===== src/rtl/idct_pkg.sv =====
// Shared constants, mode encoding and width helper
// for the pipelined 8-point IDCT.
package idct_pkg;

    localparam int C1_DEF = 251;
    localparam int C2_DEF = 236;
    localparam int C3_DEF = 213;
    localparam int C4_DEF = 181;
    localparam int C5_DEF = 142;
    localparam int C6_DEF = 98;
    localparam int C7_DEF = 50;

    typedef enum logic {
        MODE_PIXEL  = 1'b0,
        MODE_SIGNED = 1'b1
    } mode_e;

    function automatic int acc_w(input int in_w, input int coef_w);
        return in_w + coef_w + 3;
    endfunction

endpackage


===== src/rtl/idct8_pipe_if.sv =====
// Valid/ready bus for idct8_pipe: coefficient beats in,
// clamped lanes out.
interface idct8_pipe_if
    import idct_pkg::*;
#(
    parameter int IN_W  = 11,
    parameter int OUT_W = 8,
    parameter int TAG_W = 4
);
    logic               in_valid;
    logic               in_ready;
    logic [8*IN_W-1:0]  in_data;
    mode_e              in_mode;
    logic [TAG_W-1:0]   in_tag;
    logic               out_valid;
    logic               out_ready;
    logic [8*OUT_W-1:0] out_data;
    logic [7:0]         out_sat;
    logic [TAG_W-1:0]   out_tag;

    modport master (
        output in_valid, in_data, in_mode, in_tag, out_ready,
        input  in_ready, out_valid, out_data, out_sat, out_tag
    );

    modport slave (
        input  in_valid, in_data, in_mode, in_tag, out_ready,
        output in_ready, out_valid, out_data, out_sat, out_tag
    );
endinterface


===== src/rtl/idct_round_clamp.sv =====
// One output lane: round half up at full width, optional
// level offset, then clamp to the mode's range.
module idct_round_clamp
    import idct_pkg::*;
#(
    parameter int A         = 23,
    parameter int OUT_W     = 8,
    parameter int FRAC      = 9,
    parameter int LEVEL_OFS = 0
) (
    input  logic signed [A-1:0] z_i,
    input  mode_e               mode_i,
    output logic [OUT_W-1:0]    lane_o,
    output logic                sat_o
);
    localparam int W = A + 2;
    localparam logic signed [W-1:0] HALF = W'(1) <<< (FRAC - 1);
    localparam logic signed [W-1:0] OFS  = W'(LEVEL_OFS);
    localparam logic signed [W-1:0] HI_P = W'((1 << OUT_W) - 1);
    localparam logic signed [W-1:0] HI_S = W'((1 << (OUT_W - 1)) - 1);
    localparam logic signed [W-1:0] LO_S = W'(-(1 << (OUT_W - 1)));

    logic signed [W-1:0] zx;
    logic signed [W-1:0] r;
    logic signed [W-1:0] v;
    logic signed [W-1:0] lo;
    logic signed [W-1:0] hi;

    always_comb begin
        zx = {{2{z_i[A-1]}}, z_i};
        r  = (zx + HALF) >>> FRAC;
        v  = r;
        lo = LO_S;
        hi = HI_S;
        if (mode_i == MODE_PIXEL) begin
            v  = r + OFS;
            lo = '0;
            hi = HI_P;
        end
        lane_o = v[OUT_W-1:0];
        sat_o  = 1'b0;
        unique case (1'b1)
            (v > hi): begin
                lane_o = hi[OUT_W-1:0];
                sat_o  = 1'b1;
            end
            (v < lo): begin
                lane_o = lo[OUT_W-1:0];
                sat_o  = 1'b1;
            end
            default: ;
        endcase
    end
endmodule


===== src/rtl/idct8_pipe.sv =====
// Three-stage 8-point 1-D IDCT: products, even/odd sums,
// butterfly with round and clamp. One global stall enable.
module idct8_pipe
    import idct_pkg::*;
#(
    parameter int IN_W      = 11,
    parameter int COEF_W    = 9,
    parameter int OUT_W     = 8,
    parameter int FRAC      = 9,
    parameter int LEVEL_OFS = 0,
    parameter int TAG_W     = 4
) (
    input  logic         clk,
    input  logic         rst_n,
    idct8_pipe_if.slave  bus
);
    localparam int A = acc_w(IN_W, COEF_W);
    localparam int NP = 22;

    localparam logic signed [A-1:0] K1 = A'(C1_DEF);
    localparam logic signed [A-1:0] K2 = A'(C2_DEF);
    localparam logic signed [A-1:0] K3 = A'(C3_DEF);
    localparam logic signed [A-1:0] K4 = A'(C4_DEF);
    localparam logic signed [A-1:0] K5 = A'(C5_DEF);
    localparam logic signed [A-1:0] K6 = A'(C6_DEF);
    localparam logic signed [A-1:0] K7 = A'(C7_DEF);

    logic en;

    logic signed [A-1:0] xe     [8];
    logic signed [A-1:0] prod_d [NP];
    logic signed [A-1:0] s1_p_q [NP];
    logic                s1_v_q;
    mode_e               s1_mode_q;
    logic [TAG_W-1:0]    s1_tag_q;

    logic signed [A-1:0] e_d  [4];
    logic signed [A-1:0] o_d  [4];
    logic signed [A-1:0] e_q  [4];
    logic signed [A-1:0] o_q  [4];
    logic                s2_v_q;
    mode_e               s2_mode_q;
    logic [TAG_W-1:0]    s2_tag_q;

    logic signed [A-1:0] z_d    [8];
    logic [OUT_W-1:0]    lane_d [8];
    logic [7:0]          sat_l;
    logic [8*OUT_W-1:0]  data_d;
    logic [7:0]          sat_d;

    logic                out_valid_q;
    logic [8*OUT_W-1:0]  out_data_q;
    logic [7:0]          out_sat_q;
    logic [TAG_W-1:0]    out_tag_q;

    assign en = !out_valid_q || bus.out_ready;
    assign bus.in_ready  = en;
    assign bus.out_valid = out_valid_q;
    assign bus.out_data  = out_data_q;
    assign bus.out_sat   = out_sat_q;
    assign bus.out_tag   = out_tag_q;

    // Odd products sit at 6+4*j+k: x(2j+1) times c(2k+1).
    always_comb begin
        for (int i = 0; i < 8; i++) begin
            xe[i] = {{(A-IN_W){bus.in_data[(7-i)*IN_W+IN_W-1]}},
                     bus.in_data[(7-i)*IN_W +: IN_W]};
        end
        prod_d[0] = K4 * xe[0];
        prod_d[1] = K4 * xe[4];
        prod_d[2] = K2 * xe[2];
        prod_d[3] = K6 * xe[2];
        prod_d[4] = K2 * xe[6];
        prod_d[5] = K6 * xe[6];
        for (int j = 0; j < 4; j++) begin
            prod_d[6+4*j] = K1 * xe[2*j+1];
            prod_d[7+4*j] = K3 * xe[2*j+1];
            prod_d[8+4*j] = K5 * xe[2*j+1];
            prod_d[9+4*j] = K7 * xe[2*j+1];
        end
    end

    always_ff @(posedge clk) begin
        if (!rst_n) begin
            s1_v_q <= 1'b0;
        end else if (en) begin
            s1_v_q    <= bus.in_valid;
            s1_p_q    <= prod_d;
            s1_mode_q <= bus.in_mode;
            s1_tag_q  <= bus.in_tag;
        end
    end

    always_comb begin
        e_d[0] = s1_p_q[0] + s1_p_q[1] + s1_p_q[2] + s1_p_q[5];
        e_d[1] = s1_p_q[0] - s1_p_q[1] + s1_p_q[3] - s1_p_q[4];
        e_d[2] = s1_p_q[0] - s1_p_q[1] - s1_p_q[3] + s1_p_q[4];
        e_d[3] = s1_p_q[0] + s1_p_q[1] - s1_p_q[2] - s1_p_q[5];
        o_d[0] = s1_p_q[6] + s1_p_q[11] + s1_p_q[16] + s1_p_q[21];
        o_d[1] = s1_p_q[7] - s1_p_q[13] - s1_p_q[14] - s1_p_q[20];
        o_d[2] = s1_p_q[8] - s1_p_q[10] + s1_p_q[17] + s1_p_q[19];
        o_d[3] = s1_p_q[9] - s1_p_q[12] + s1_p_q[15] - s1_p_q[18];
    end

    always_ff @(posedge clk) begin
        if (!rst_n) begin
            s2_v_q <= 1'b0;
        end else if (en) begin
            s2_v_q    <= s1_v_q;
            e_q       <= e_d;
            o_q       <= o_d;
            s2_mode_q <= s1_mode_q;
            s2_tag_q  <= s1_tag_q;
        end
    end

    always_comb begin
        for (int n = 0; n < 4; n++) begin
            z_d[n]   = e_q[n] + o_q[n];
            z_d[7-n] = e_q[n] - o_q[n];
        end
    end

    for (genvar g = 0; g < 8; g++) begin : g_lane
        idct_round_clamp #(
            .A         (A),
            .OUT_W     (OUT_W),
            .FRAC      (FRAC),
            .LEVEL_OFS (LEVEL_OFS)
        ) u_rc (
            .z_i    (z_d[g]),
            .mode_i (s2_mode_q),
            .lane_o (lane_d[g]),
            .sat_o  (sat_l[g])
        );
    end

    always_comb begin
        data_d = '0;
        sat_d  = '0;
        for (int i = 0; i < 8; i++) begin
            data_d[(7-i)*OUT_W +: OUT_W] = lane_d[i];
            sat_d[7-i] = sat_l[i];
        end
    end

    always_ff @(posedge clk) begin
        if (!rst_n) begin
            out_valid_q <= 1'b0;
            out_data_q  <= '0;
            out_sat_q   <= '0;
            out_tag_q   <= '0;
        end else if (en) begin
            out_valid_q <= s2_v_q;
            if (s2_v_q) begin
                out_data_q <= data_d;
                out_sat_q  <= sat_d;
                out_tag_q  <= s2_tag_q;
            end
        end
    end
endmodule


===== src/flat_wrapper.sv =====
// flat-port wrapper written by rule: the top's interface ports become plain ports
module idct8_pipe_flat import idct_pkg::*;
#(
    parameter int IN_W      = 11,
    parameter int COEF_W    = 9,
    parameter int OUT_W     = 8,
    parameter int FRAC      = 9,
    parameter int LEVEL_OFS = 0,
    parameter int TAG_W     = 4
)
  (clk, rst_n, bus_in_valid, bus_in_data, bus_in_mode, bus_in_tag, bus_out_ready, bus_in_ready, bus_out_valid, bus_out_data, bus_out_sat, bus_out_tag);
  idct8_pipe_if #(.IN_W(IN_W), .OUT_W(OUT_W), .TAG_W(TAG_W)) bus_i ();
  input  logic clk;
  input  logic rst_n;
  input wire logic [$bits(bus_i.in_valid)-1:0] bus_in_valid;
  input wire logic [$bits(bus_i.in_data)-1:0] bus_in_data;
  input wire logic [$bits(bus_i.in_mode)-1:0] bus_in_mode;
  input wire logic [$bits(bus_i.in_tag)-1:0] bus_in_tag;
  input wire logic [$bits(bus_i.out_ready)-1:0] bus_out_ready;
  output wire logic [$bits(bus_i.in_ready)-1:0] bus_in_ready;
  output wire logic [$bits(bus_i.out_valid)-1:0] bus_out_valid;
  output wire logic [$bits(bus_i.out_data)-1:0] bus_out_data;
  output wire logic [$bits(bus_i.out_sat)-1:0] bus_out_sat;
  output wire logic [$bits(bus_i.out_tag)-1:0] bus_out_tag;
  assign bus_i.in_valid = bus_in_valid;
  assign bus_i.in_data = bus_in_data;
  assign bus_i.in_mode = bus_in_mode;
  assign bus_i.in_tag = bus_in_tag;
  assign bus_i.out_ready = bus_out_ready;
  assign bus_in_ready = bus_i.in_ready;
  assign bus_out_valid = bus_i.out_valid;
  assign bus_out_data = bus_i.out_data;
  assign bus_out_sat = bus_i.out_sat;
  assign bus_out_tag = bus_i.out_tag;
  idct8_pipe #(.IN_W(IN_W), .COEF_W(COEF_W), .OUT_W(OUT_W), .FRAC(FRAC), .LEVEL_OFS(LEVEL_OFS), .TAG_W(TAG_W)) u_core (.clk(clk), .rst_n(rst_n), .bus(bus_i));
endmodule

===== config.mk =====
export PLATFORM = sky130hd
export DESIGN_NAME = idct8_pipe_flat
export DESIGN_NICKNAME = d
export VERILOG_FILES = /design/src/rtl/idct_pkg.sv /design/src/rtl/idct8_pipe_if.sv /design/src/rtl/idct_round_clamp.sv /design/src/rtl/idct8_pipe.sv /design/src/flat_wrapper.sv
export SDC_FILE = /design/constraint.sdc
export NUM_CORES = 2
export LEC_CHECK = 0
export BUFFER_PORTS_ARGS = -buffer_cell sky130_fd_sc_hd__buf_2
export CAP_MARGIN = 10
export CORE_ASPECT_RATIO = 0.6
export CORE_MARGIN = 1
export CORE_UTILIZATION = 29
export DETAILED_ROUTE_END_ITERATION = 16
export HOLD_SLACK_MARGIN = 0.1
export SETUP_SLACK_MARGIN = 0.05
export SKIP_LAST_GASP = 1
export SYNTH_ARGS = -nofsm -noshare
export SYNTH_HDL_FRONTEND = slang
export SYNTH_HIERARCHICAL = 1
export SYNTH_SLANG_ARGS = --single-unit
export TNS_END_PERCENT = 50

===== constraint.sdc =====
create_clock -name clk -period 16.8 [get_ports clk]
set_input_delay 1.68 -clock clk [delete_from_list [all_inputs] [get_ports clk]]
set_output_delay 1.68 -clock clk [all_outputs]
set_load 0.02 [all_outputs]

==> results.cfg <==
[clocking]
cts.sinks = 663
post_cts_buffers = 0
root_buffer = clkbuf_16
path_clk_slew_ns = 0.06
cts_resized = 0
clock_latency_ns = 0.68
cts_max_level = 3
clock_path_buffers = 3
numCtsBuffers = 78
hold_buffers = 0
cts_tree = yes

[timing]
hold_viol = 0
worstMarginPinSlew_ns = 1.11
drv_slew = 0
fmax_mhz = 160
period_minus_slack_ns = 6.25
clock_skew_ns = 0.0398
holdWs_ns = 0.421
slew-limit-headroom_pct = 25.7
rsz0062_at_grt = false
setup_violations = 0
fin_tns_setup_ns = 0
period_share_pct = 37.2

[global_route]
grt_pass1_wl_um = 364000
grt_max_degree = 77
antenna_found_initial = 27
grt_util_all_layers_pct = 17.1
grt_pass1_vias = 54821
grt-ovfl-total = 0

[placed_design]
portBuffers = 174
dp.cells = 12100
dp_hpwl_um = 212000
gp_congestion = 0.962
placed_area_um2 = 87100

[critical_path]
arrival_ns = 6.83
crit_chain = inv_1, ha_1, fa_1, nor2b_1, o31a_1, o22ai_1, o21ai_0, a31o_2, a21oi_1, o21bai_1, xnor2_1, and4_4, or3b_1, xnor2_1, ha_1, nor2b_1, o211ai_1, a21oi_1, o21ai_0, a31o_2, o211a_1, a21oi_2, nand2_1, a21boi_0
crit_path_start_kind = flop
critical-path-max-stage-delay_ns = 0.67
cp.required_ns = 17.38
endpoint_kind = flop
path_max_fanout = 10
crit_slowest_cell = a21oi_2
crit_type = flop to flop
ff2ff_path_depth = 24

[route]
drtIter0Drc = 6262
dr.pass1.iters = 6
vias_per_cell = 4.82
vias = 59080
ant_nets = 0
wl_um = 247000
wl_per_cell_um = 20.2
drc = 0

[layout]
fin_nets = 10614
regArea_um2 = 19100
fin_cells = 12247
multiInputGateArea_um2 = 56300
fillCellCount = 28733
syn_to_final_growth_pct = 9.44
drive_gt1_share_pct = 5.59
stdcell_area_um2 = 89700

[floorplan]
die_h_um = 414
core_um2 = 280000
rows = 150
ios = 175
die-area_um2 = 285000
die_w_um = 688
start_util_pct = 29.3

[logic_synthesis]
yosys_warnings = 6
synthCells = 8302
netlist_area_um2 = 82000
synth_nets = 10460
avgSynthCellArea_um2 = 9.88

[job]
cap_violations = 0

[min_path]
min_path_cells = 0
hold_path.class = flop to flop

[outcome]
status = finished, final reports clean
routing by layer:
metal	global-route usage, %	part of all wire, %	wire length (um)
met5	0	0.013	31
met1	27.9	52	128000
met2	20.8	35	85700
met4	2.03	1.1	2730
met3	6.42	12	30800
placed cells by master, fill, tap and decap left out, types with 79 or more instances in the layout:
master / count
inv_1: 1598
ha_1: 1291
fa_1: 770
edfxtp_1: 584
xnor2_1: 514
a21oi_1: 472
nor2_1: 386
nand2_1: 376
o21ai_0: 286
a21o_1: 184
xor2_1: 178
buf_2: 174
nor3_1: 108
nand3_1: 106
a21boi_0: 102
nand2b_1: 99
o21a_1: 97
nor2b_1: 97
clkbuf_16: 80
dfxtp_1: 79
state kept, by name (all words and copies together), names as in the netlist:
| name | count |
|---|---|
| u_core/s2_mode_q | 1 |
| u_core/bus.out_valid | 1 |
| u_core/s2_tag_q | 4 |
| u_core/bus.out_sat | 8 |
| u_core/e_q | 88 |
| u_core/bus.out_tag | 4 |
| u_core/s1_mode_q | 1 |
| u_core/s1_v_q | 1 |
| u_core/s2_v_q | 1 |
| u_core/o_q | 92 |
| u_core/s1_tag_q | 4 |
| u_core/s1_p_q | 394 |
| u_core/bus.out_data | 64 |
worst paths after layout:
check	start	to	slack (ns)
setup / recovery	u_core/e_q[69]	u_core/bus.out_data[23]	10.55
hold / removal	u_core/s1_tag_q[0]	u_core/s2_tag_q[0]	0.42
hold reg to reg	u_core/s1_tag_q[0]	u_core/s2_tag_q[0]	0.42
setup reg to reg	u_core/e_q[69]	u_core/bus.out_data[23]	10.55
layout make-up:
type                       count  share of cell area, %
sequential                   663                   21.3
multi-input combinational   5912                   62.7
inverter                    1608                   6.73
clock buffer                  98                   2.34
tap                         3724                   5.19
timing repair buffer         193                   1.13
antenna                        3                0.00837
clock inverter                46                  0.573
stage by stage:
step                utilization [%]  setup WS (ns)
CTS                            32.1          10.69
detailed placement             31.1          10.19
global route                   32.1          10.11
floorplan                         -          0.441
global placement               31.1          10.21
finish                         32.1          10.55
critical path: cells and delay by family (launching register included):
| kind | cells | cell delay [ns] |
|---|---|---|
| AO/OA/AOI/OAI | 13 | 3.27 |
| XOR/XNOR | 2 | 0.43 |
| adder cells (fa/ha/maj) | 3 | 0.69 |
| buffers and inverters | 1 | 0.18 |
| flip-flops | 1 | 0.48 |
| AND/OR/NAND/NOR | 5 | 1.11 |
Power is left out: the tool's default activity adds up to more than one toggle a clock period on the data nets, which glitch-free logic cannot reach.
